--- src/rtl/ps2_receiver.sv ---
// ps2_receiver
// Receives PS/2 device-to-host frames and hands each good scan-code byte to the
// keyboard buffer as a one-cycle write.
//
// Frame on the wire: start(0), 8 data bits LSB first, odd parity, stop(1).
// Each bit is taken from the synchronized data line on the wr_clk cycle where a
// falling edge of the synchronized PS/2 clock is seen.
//
// Parameters
//   TIMEOUT_CYCLES  max wr_clk cycles allowed between PS/2 clock falls inside a
//                   frame before the frame is abandoned (5000 = 100 us @ 50 MHz)
//
// Ports
//   reset       in   asynchronous, active-high reset
//   wr_clk      in   system clock, everything updates on its rising edge
//   ps2_clk     in   raw PS/2 clock from the device (asynchronous)
//   ps2_data    in   raw PS/2 data from the device (asynchronous)
//   wr_data     out  [7:0] last correctly received byte
//   we          out  one-cycle write strobe, valid together with wr_data
//   frame_err   out  one-cycle pulse on bad stop bit or inter-edge timeout
//   parity_err  out  one-cycle pulse on odd-parity failure
//   busy        out  high whenever a frame is in progress
//
// Build option
//   PS2_RX_PARITY_CHECK_EN  when defined, frames with bad parity are rejected
//                           and flagged on parity_err; when undefined the
//                           parity bit is ignored and parity_err stays 0.
`timescale 1ns/1ps

module ps2_receiver #(
  parameter int TIMEOUT_CYCLES = 5000
) (
  input  logic       reset,
  input  logic       wr_clk,
  input  logic       ps2_clk,
  input  logic       ps2_data,
  output logic [7:0] wr_data,
  output logic       we,
  output logic       frame_err,
  output logic       parity_err,
  output logic       busy
);

  typedef enum logic [1:0] {IDLE, DATA, PARITY, STOP} state_t;

  localparam logic [12:0] TIMEOUT_LIMIT = 13'(TIMEOUT_CYCLES);

  state_t      state;
  logic        ps2_clk_s1;
  logic        ps2_clk_s2;
  logic        ps2_clk_prev;
  logic        ps2_data_s1;
  logic        ps2_data_s2;
  logic [7:0]  shift_reg;
  logic [2:0]  bit_cnt;
  logic [12:0] timeout_cnt;
  logic        fall_edge;
`ifdef PS2_RX_PARITY_CHECK_EN
  logic        parity_bit;
`endif

  // Two-flop synchronizers for both PS/2 lines plus one extra stage on the
  // clock so a falling edge can be seen as 1 followed by 0. They reset to 1,
  // the idle level of an open-collector PS/2 bus.
  always_ff @(posedge wr_clk or posedge reset) begin
    if (reset) begin
      ps2_clk_s1   <= 1'b1;
      ps2_clk_s2   <= 1'b1;
      ps2_clk_prev <= 1'b1;
      ps2_data_s1  <= 1'b1;
      ps2_data_s2  <= 1'b1;
    end else begin
      ps2_clk_s1   <= ps2_clk;
      ps2_clk_s2   <= ps2_clk_s1;
      ps2_clk_prev <= ps2_clk_s2;
      ps2_data_s1  <= ps2_data;
      ps2_data_s2  <= ps2_data_s1;
    end
  end

  assign fall_edge = ps2_clk_prev & ~ps2_clk_s2;
  assign busy      = (state != IDLE);

  // Frame FSM. The strobes default low every cycle so each one is a single
  // cycle pulse; the stop-bit cycle decides which one (if any) fires, which
  // keeps we, frame_err and parity_err mutually exclusive. The inter-edge
  // timeout takes priority over everything else and drops the partial byte.
  always_ff @(posedge wr_clk or posedge reset) begin
    if (reset) begin
      state       <= IDLE;
      shift_reg   <= 8'h00;
      bit_cnt     <= 3'd0;
      timeout_cnt <= 13'd0;
      wr_data     <= 8'h00;
      we          <= 1'b0;
      frame_err   <= 1'b0;
`ifdef PS2_RX_PARITY_CHECK_EN
      parity_err  <= 1'b0;
      parity_bit  <= 1'b0;
`endif
    end else begin
      we        <= 1'b0;
      frame_err <= 1'b0;
`ifdef PS2_RX_PARITY_CHECK_EN
      parity_err <= 1'b0;
`endif
      if (state != IDLE && !fall_edge && timeout_cnt == TIMEOUT_LIMIT) begin
        frame_err   <= 1'b1;
        state       <= IDLE;
        shift_reg   <= 8'h00;
        bit_cnt     <= 3'd0;
        timeout_cnt <= 13'd0;
      end else begin
        if (state == IDLE || fall_edge) begin
          timeout_cnt <= 13'd0;
        end else begin
          timeout_cnt <= timeout_cnt + 13'd1;
        end

        if (fall_edge) begin
          case (state)
            // A high sample here is a glitch or a false start; stay put.
            IDLE: begin
              if (!ps2_data_s2) begin
                state   <= DATA;
                bit_cnt <= 3'd0;
              end
            end
            DATA: begin
              shift_reg <= {ps2_data_s2, shift_reg[7:1]};
              bit_cnt   <= bit_cnt + 3'd1;
              if (bit_cnt == 3'd7) begin
                state <= PARITY;
              end
            end
            PARITY: begin
`ifdef PS2_RX_PARITY_CHECK_EN
              parity_bit <= ps2_data_s2;
`endif
              state <= STOP;
            end
            STOP: begin
              state <= IDLE;
              if (!ps2_data_s2) begin
                frame_err <= 1'b1;
              end
`ifdef PS2_RX_PARITY_CHECK_EN
              // Odd parity: data plus parity bit must hold an odd number of 1s.
              else if (!(^{shift_reg, parity_bit})) begin
                parity_err <= 1'b1;
              end
`endif
              else begin
                wr_data <= shift_reg;
                we      <= 1'b1;
              end
            end
            default: state <= IDLE;
          endcase
        end
      end
    end
  end

`ifndef PS2_RX_PARITY_CHECK_EN
  assign parity_err = 1'b0;
`endif

endmodule

--- config.mk ---
export PLATFORM = sky130hd
export DESIGN_NAME = ps2_receiver
export DESIGN_NICKNAME = d
export VERILOG_FILES = /design/src/rtl/ps2_receiver.sv
export SDC_FILE = /design/constraint.sdc
export NUM_CORES = 1
export LEC_CHECK = 0
export CAP_MARGIN = 10
export CORE_MARGIN = 1.5
export CORE_UTILIZATION = 47
export CTS_CLUSTER_DIAMETER = 200
export DETAILED_ROUTE_END_ITERATION = 10
export GPL_TIMING_DRIVEN = 0
export PLACE_DENSITY = 0.67
export SLEW_MARGIN = 20
export SYNTH_ARGS = -nofsm -noshare
export SYNTH_HDL_FRONTEND = slang
export SYNTH_SLANG_ARGS = --single-unit
--- constraint.sdc ---
create_clock -name wr_clk -period 3.5 [get_ports wr_clk]
set_input_delay 0.7 -clock wr_clk [delete_from_list [all_inputs] [get_ports wr_clk]]
set_output_delay 0.7 -clock wr_clk [all_outputs]
set_load 0.05 [all_outputs]
# Yosys cells after proc, flatten, opt, wreduce, memory -nomap -nowiden
# Index checks and enable logic that the tools add are counted.
# classes
n_eq_ne	7
n_addsub	2
bitwise_logic	3
muxes	22
reduce_logical	13
# ops
op	count
2-to-1 mux 13 bit	2
2-to-1 mux 8 bit	3
adder 13 x 1 -> 13 bit (second input constant)	1
== test 13 bit (second input constant)	1
2-to-1 mux 3 bit	3
2-to-1 mux 1 bit	8
2-to-1 mux 2 bit	4
one-hot mux 2 bit (4 select lines)	1
!= test 3 bit (second input constant)	2
one-hot mux 3 bit (2 select lines)	1
AND reduction 3 bit	2
nonzero test 2 bit	3
== test 2 bit (second input constant)	2
AND reduction 4 bit	1
adder 3 x 1 -> 3 bit (second input constant)	1
== test 3 bit (second input constant)	1
nonzero test 3 bit	1
== test 2 x 1 -> 1 bit (second input constant)	1
logical AND 1 bit	2
logical NOT 2 bit	1
NOT 1 bit	2
AND reduction 2 bit	1
AND 1 bit	1
logical NOT 1 bit	1
logical OR 1 bit	1
# word_totals
register_bits	41
input_bits	4
word_cells	59

# Logic depth before layout (Yosys ltp)
# logic_depth
word_depth	7
depth_mapped	7
depth_no_buf	6

# Least setup slack after synthesis
# Ideal clock, no wire load.
# synth_path
path_type	register to register
startpoint	reg timeout_cnt[0]
endpoint	reg state[1]
path_slack_ns	1.729
required_ns	3.378
t_arrival_ns	1.650
period_less_slack_ns	1.771
path_buffers	0
stages_incl_launch_ff	7
path_cell_list	dfrtp_1 inv_1 ha_1 or4bb_1 o41ai_1 o211ai_1 a32o_1
# synth_via
elab_chain_len	4
elab_cells_between_ends	7
# synth_lines
item	line	source
from (decl)	56	logic [12:0] timeout_cnt;
from (signal assigned)	117	timeout_cnt <= timeout_cnt + 13'd1;
== test 13 bit (*)	107	if (state != IDLE && !fall_edge && timeout_cnt == TIMEOUT_LIMIT) begin
logical AND 1 bit (*)	107	
!= test 3 bit (no source line) / nonzero test 2 bit (equally long branches)	n/a	
AND reduction 3 bit (no source line)	n/a	
to (signal assigned)	109	state <= IDLE;
to (signal assigned)	125	state <= DATA;
to (signal assigned)	133	state <= PARITY;
to (decl)	48	state_t state;
# Every way passes the cells marked *; elsewhere a longest branch is shown, timed or not.
# A chain may end at the register's enable or synchronous reset.

# Worst setup path after layout
# layout_path
startpoint	reg state[0]
endpoint	out busy
# layout_via
elab_chain_len	1
# layout_lines
item	line	source
from (signal assigned)	90	state <= IDLE;
from (signal assigned)	109	
from (signal assigned)	125	
nonzero test 2 bit	82	assign busy = (state != IDLE);
to (decl)	41	output logic busy
# No other way between the ends.

==> metrics.md <==
| Metric | Value |
|---|---|
| Top Ports | 16 |
| Synth top cells by count | dfrtp_1 (36), nand2_1 (18), nor2_1 (18) |
| Required time of the worst setup path | 2.80 ns |
| Design area | about 2200 sq um |
| Clk_lat worst skew | about 0.30 ns |
| Pwr/cell area | 616 nW/um^2 |
| Most frequent cell after synthesis | dfrtp_1 |
| Synth cell types | 33 |
| Top cell type's share of synthesized area | between 40% and 50% |
| Period utilization | roughly 76% |
| Wire per inst | approximately 13 microns |
| 1st-pass router iterations | 4 |
| DR iter-0 viols | 33 |
| Setup TNS Final | 0 ns |
| Area share of and/or/nand/nor cells after synthesis | between 15 and 20% |
| Placed Instance Area | about 2100 sq um |
| MaxCap Viol Count | 0 |
| Post-synth EDFFs | 0 |
| Die area | between 4000 and 5000 sq um |
| CP arrival | roughly 2.0 ns |
| Total track usage | 17.5% |
| Ys Warns | 0 |
| Setup violators final | 0 |
| Worst R2R Path Depth | 6 |
| Mapped Area | 1850 sq um |
| Max FFs per register | 13 |
| Hold slack | around 0.36 ns |
| Status | finished clean |
| DP Worst Slack | between 1 and 1.5 ns |
| CP Cell Sequence | inv_1 -> ha_1 -> inv_1 -> clkdlybuf4s50_1 |
| Worst r2r dst | state[1]$_DFFE_PP0P_ |
| Die Wd | between 60 and 70 microns |
| Crit path launch type | flip-flop |
| Compound-gate portion of the synthesized area | between 6 and 7% |
| Hold-fix buffers, CTS | 0 |
| CTS tree | yes |
| Syn Nets | ~180 |
| Reg2Reg Setup Slack | approximately 1.5 ns |
| Slew margin rel. | about two thirds |
| Antenna viol nets, final | 0 |
| Layout cell share with drive strength beyond 1 | between 10% and 20% |
| Layout area overhead | 18.6% |
| Die Ht | around 66 microns |
| Met3 Usage GRT | approximately 4.6% |
| Fmax | 0.376 GHz |
| CTS Buf Count | 5 |
| RePlAce Congestion | between 0.7 and 0.8 |
| CTS resizes | 0 |
| Adder-Cell Fraction of Synth Area | 6.08% |
| Unrepaired setup endpoints after global routing | no |
| Clock buffer depth | 2 |
| Synth Area per Inst | 10.8 sq um |
| Top delay family on crit path | buffers and inverters |
| Clock Tree Root | clkbuf_8 |
| Synth Register Bits | 41 |
| Fin cells | roughly 240 |
| Primary FF master, synth | dfrtp_1 |
| Number of vias per cell | 5.12 |
| Placed Cells | roughly 230 |
| Via count | ~1200 |
| Synth area leaders | dfrtp_1 (49%), dfstp_2 (7.1%), ha_1 (6.1%), mux2_2 (4.9%), xnor2_1 (4.7%) |
| Synth area leader | dfrtp_1 |
| First-pass GRT wire length | between 5 and 6 mm |
| Reg-to-Reg Start | timeout_cnt[0]$_DFF_PP0_ |
| Crit-path most repeated cell | inv_1 |
| Largest net degree at the start of global routing | 25 |
| Most Crowded Layer GR | met2 |
| Proportion of synthesized area in mux cells | under 10% |
| Min-Delay Endpoint | ps2_data_s2$_DFF_PP1_ |
| Post-synth ARST share | 100% |
| Met1 usage | about a fifth |
| CTS sink cnt | 41 |
| Final HPWL from detailed placement | 2.27 mm |
| Vias in the first global route | 1274 |
| Sequential element share of the synthesized area | between 50% and 60% |
| CORE AREA | 3720 sq um |
| Hold Path Cell Cnt | 0 |
| Tightest Pin Transition | ~0.50 ns |
| Peak supply drop | about 300 uV |
| Number of buffers added for setup after CTS | 0 |
| H-tree depth | 2 |
| Leak pwr | ~0.97 nW |
| Clock Pin Slew Worst Setup and Hold Paths | roughly 0.070 ns |
| NumNets Final | around 210 |
| Hold path start | ps2_data_s1$_DFF_PP1_ |
| Crit. End Element | primary output |
| Ant diodes | 0 |
| Largest family of logic cells by synthesized area | simple AND/OR/NAND/NOR gates |
| XOR/XNOR Fraction of Synth Area | ~5.2% |
| Tmin final | between 2 and 3 ns |
| Number of port buffers | 14 |
| CP max FO | 6 |
| Total Routed Length | ~3.1 mm |
| Initial antenna violation count | 0 |
| Clock skew | roughly 0.0073 ns |
| Gr ovfl total | 0 |
| Final-report hold violation count | 0 |
| Slew Viols, Final | 0 |
| Kind of critical path | reg2out |
| Max incr delay on CP | 0.80 ns |
| GR met2 Demand/Resource | between 20% and 30% |
| Initial Util | between 40 and 50% |
| Row cnt | 22 |
| Mapped Cells | 171 |
| DRC | 0 |
| Final worst slack | around 0.84 ns |
| CP max stage cell | clkdlybuf4s50_1 |
| HP Class | reg2reg |
| Buf+Inv Stages, Crit Path | 3 |
layout make-up:
type                    count  area (sq um)
fillers                   326          1520
plain buffers               5          33.8
inverters                  11          41.3
flip-flops and latches     41          1030
multi-input cells         114           746
well taps                  48          60.1
clock inverters             1          30.0
clock buffers               7          86.3
repair buffers             15           168
cells in the final DEF, fill, tap and decap left out, types with 2 or more instances in the layout:
master	count
clkbuf_8	6
clkdlybuf4s50_1	14
nand3_1	15
o21ai_0	2
o211ai_1	2
nor2_1	18
clkbuf_1	3
nor3_1	3
inv_1	10
dfrtp_1	36
nand2b_1	3
nand2_1	18
buf_4	2
ha_1	9
mux2_2	8
a21oi_1	9
xnor2_1	10
nand4_1	2
dfstp_2	5
worst max path at each step:
stage	cells after the start	from	slack, ns	end
floorplan	6	timeout_cnt[0]$_DFF_PP0_	1.73	state[1]$_DFFE_PP0P_
global placement	2	reset	1.09	timeout_cnt[8]$_DFF_PP0_
CTS	4	state[0]$_DFFE_PP0P_	0.83	busy
detailed placement	4	state[0]$_DFFE_PP0P_	1.15	busy
global route	4	state[0]$_DFFE_PP0P_	0.72	busy
finish	4	state[0]$_DFFE_PP0P_	0.84	busy
kinds of logic after synthesis:
group / Yosys count
simple gates: 67
flops: 41
compound gates: 18
buf+inv: 16
xor+xnor: 11
fa+ha+maj: 9
mux: 8
other cells: 1
where the power goes:
group / internal (W) / total (W) / switching (W)
clock: 0.000232 / 0.000386 / 0.000154
combinational: 0.000135 / 0.000362 / 0.000227
sequential: 0.000549 / 0.000607 / 0.0000579
stage by stage:
stage	util (%)	power, W
after detailed placement	56.0	0.000977
after global routing	59.1	0.00144
after global placement	55.3	0.000955
after CTS	59.1	0.00137
after floorplan	-	0.000868
final	59.1	0.00135
layer usage:
layer / wire length (microns) / vias to the layer above
li1: - / 616
met1: 1430 / 595
met2: 1510 / 22
met3: 111 / 6
met4: 65 / 0
met5: 0 / -
Note: power is estimated with default switching activity, not from simulation.
==> RTL edit: new RTL, same flow settings <==
Build with the macro `PS2_RX_PARITY_CHECK_EN` defined.
--- a/src/rtl/ps2_receiver.sv
+++ b/src/rtl/ps2_receiver.sv
@@ -28,2 +28,4 @@
 `timescale 1ns/1ps
+
+`define PS2_RX_PARITY_CHECK_EN
 
Behaviour: same outputs for any inputs over 10 cycles, from zero or initial values and one cycle with reset high; that may be too few to reach the edited logic, so the function may still have changed.
==> RTL edit against the original RTL <==
Wire length is 4.4% higher. Synthesized cell count fell by 1.8%. Cell count unchanged. Sequential power increased by 12%. Final area grew 8.2%. Sequential cell count up 2. Largest cell class unchanged. Synthesized area grew 8.4%. Power rose by 30%. Worst setup slack gained 0.039 ns.
==> RTL edit: results (changes against the original RTL) <==
- The run finished with clean final reports.
- The HPWL reported at the end of detailed placement came to 2280 um (+0.15%).
- The count of unique library cells instantiated by Yosys came to 35 (+6.1%).
- The weighted congestion reported at the end of routability-driven placement came to 0.809 (+2.7%).
- Ranked by instance count, the synthesized netlist is headed by sky130_fd_sc_hd__dfrtp_1, sky130_fd_sc_hd__nor2_1, sky130_fd_sc_hd__mux2_2, sky130_fd_sc_hd__ha_1, sky130_fd_sc_hd__inv_1.
- The post-synth net total is 181 (-1.6%).
- The setup skew after layout is 0.0118 ns (+0.00450 ns).
- The data arrival at the endpoint of the critical path is 1.92 ns (-0.04 ns).
- The maximum clock frequency is 382 MHz (+1.5%).
- The worst setup timing slack at the placement stage is 1.20 ns (+0.0503 ns).
- The number of nets in the final layout is 204 (-0.97%).
- The maximum ir drop on the vdd rail is 0.000334 V (+11%).
- The maximum number of pins on one net before global-route repair is 34 (+36%).
- The number of DRC markers after the initial detailed-route iteration is 45 (+36%).
- The wire length of the first global-routing pass was 5790 um (+3.0%).
- The relative slew slack is 0.669 (+0.00213).
- The count of input and output buffers is 15 (+1).
- The share of the yosys chip area belonging to registers is 0.539 (-0.0181).
- The total leakage power is 1.11 nW (+15%).
- The number of filler cells placed in the layout is 338 (+3.7%).
- By area the synthesized netlist is led by sky130_fd_sc_hd__dfrtp_1, sky130_fd_sc_hd__dfstp_2, sky130_fd_sc_hd__ha_1, sky130_fd_sc_hd__mux2_2, sky130_fd_sc_hd__nor2_1.
- The number of global-route vias before repair is 1317 (+3.4%).
- The fraction of final layout cells sized beyond drive strength 1 is 0.156 (+0.00677).
- The top fanout value on the critical path is 5 (-1).
- The total global-route track usage is 0.171 (-0.00459).
- The worst-case reg-to-reg path depth was 5 (-1).
- The overall die width is 68.4 um (+3.9%).
- The overall routed net length is 3260 um (+4.4%).
- The ratio of routed vias to standard cells came to 5.25 (+2.5%).
## RTL edit: cell types whose count changed in the layout (fill, tap and decap cells not counted), sizes merged, moves of 3 or more
cell / unedited run / this run
nand3: 15 / 4
and2: 0 / 3
nand2: 18 / 8
nor2: 18 / 23
clkbuf: 9 / 5
mux2i: 0 / 9
a21oi: 9 / 3
xor2: 1 / 5
## RTL edit: final timing paths
check	to	startpoint	slack (ns)
max in group asynchronous	ps2_clk_prev$_DFF_PP1_	reset	2.35
max	busy	state[0]$_DFFE_PP0P_	0.88
min in group asynchronous	timeout_cnt[11]$_DFF_PP0_	reset	0.63
min reg2reg	ps2_data_s2$_DFF_PP1_	ps2_data_s1$_DFF_PP1_	0.36
max reg2reg	timeout_cnt[3]$_DFF_PP0_	timeout_cnt[6]$_DFF_PP0_	1.47
min	ps2_data_s2$_DFF_PP1_	ps2_data_s1$_DFF_PP1_	0.36
## RTL edit: area by class of cell
type,count,share of cell area
multi-input combinational,114,0.369
sequential,43,0.455
clock buffer,5,0.0289
clock inverter,3,0.0284
tap,50,0.0263
timing repair buffer,16,0.0716
inverter,9,0.0142
buffer,2,0.00632
## RTL edit: critical path, stage by stage, from the launching register on
cell and delay (ns):
sky130_fd_sc_hd__dfrtp_1 0.41, sky130_fd_sc_hd__inv_1 0.10, sky130_fd_sc_hd__ha_1 0.25, sky130_fd_sc_hd__inv_1 0.07, sky130_fd_sc_hd__clkdlybuf4s50_1 0.79
## RTL edit: power breakdown
group	switching, mW	internal [mW]
clock network	0.180	0.285
logic	0.327	0.293
registers	0.0853	0.594
total	0.592	1.17
## RTL edit: through the flow
step	hold WS (ns)	cell area (sq um)	util	total power [mW]	cells
floorplan	0.345	2010	-	1.17	168
global placement	0.347	2220	0.547	1.29	233
detailed placement	0.347	2240	0.552	1.32	234
CTS	0.359	2380	0.586	1.78	242
global route	0.364	2380	0.586	1.86	242
finish	0.358	2380	0.586	1.76	242
## RTL edit: cell families (layout without fill, tap and decap cells)
logic type | after synthesis | in the layout | synth area share
and+or+nand+nor | 58 | 58 | 0.149
adders and majority gates | 9 | 9 | 0.0561
DFF | 43 | 43 | 0.539
muxes | 19 | 19 | 0.107
buffers and inverters | 11 | 35 | 0.0243
AOI/OAI and AO/OA | 13 | 13 | 0.0449
xor gates and xnor gates | 15 | 15 | 0.0797
## RTL edit: per-layer routing
metal	track usage	share of wire
met2	0.290	0.50
met3	0.0395	0.028
met1	0.203	0.45
met4	0.0825	0.022
met5	0	0
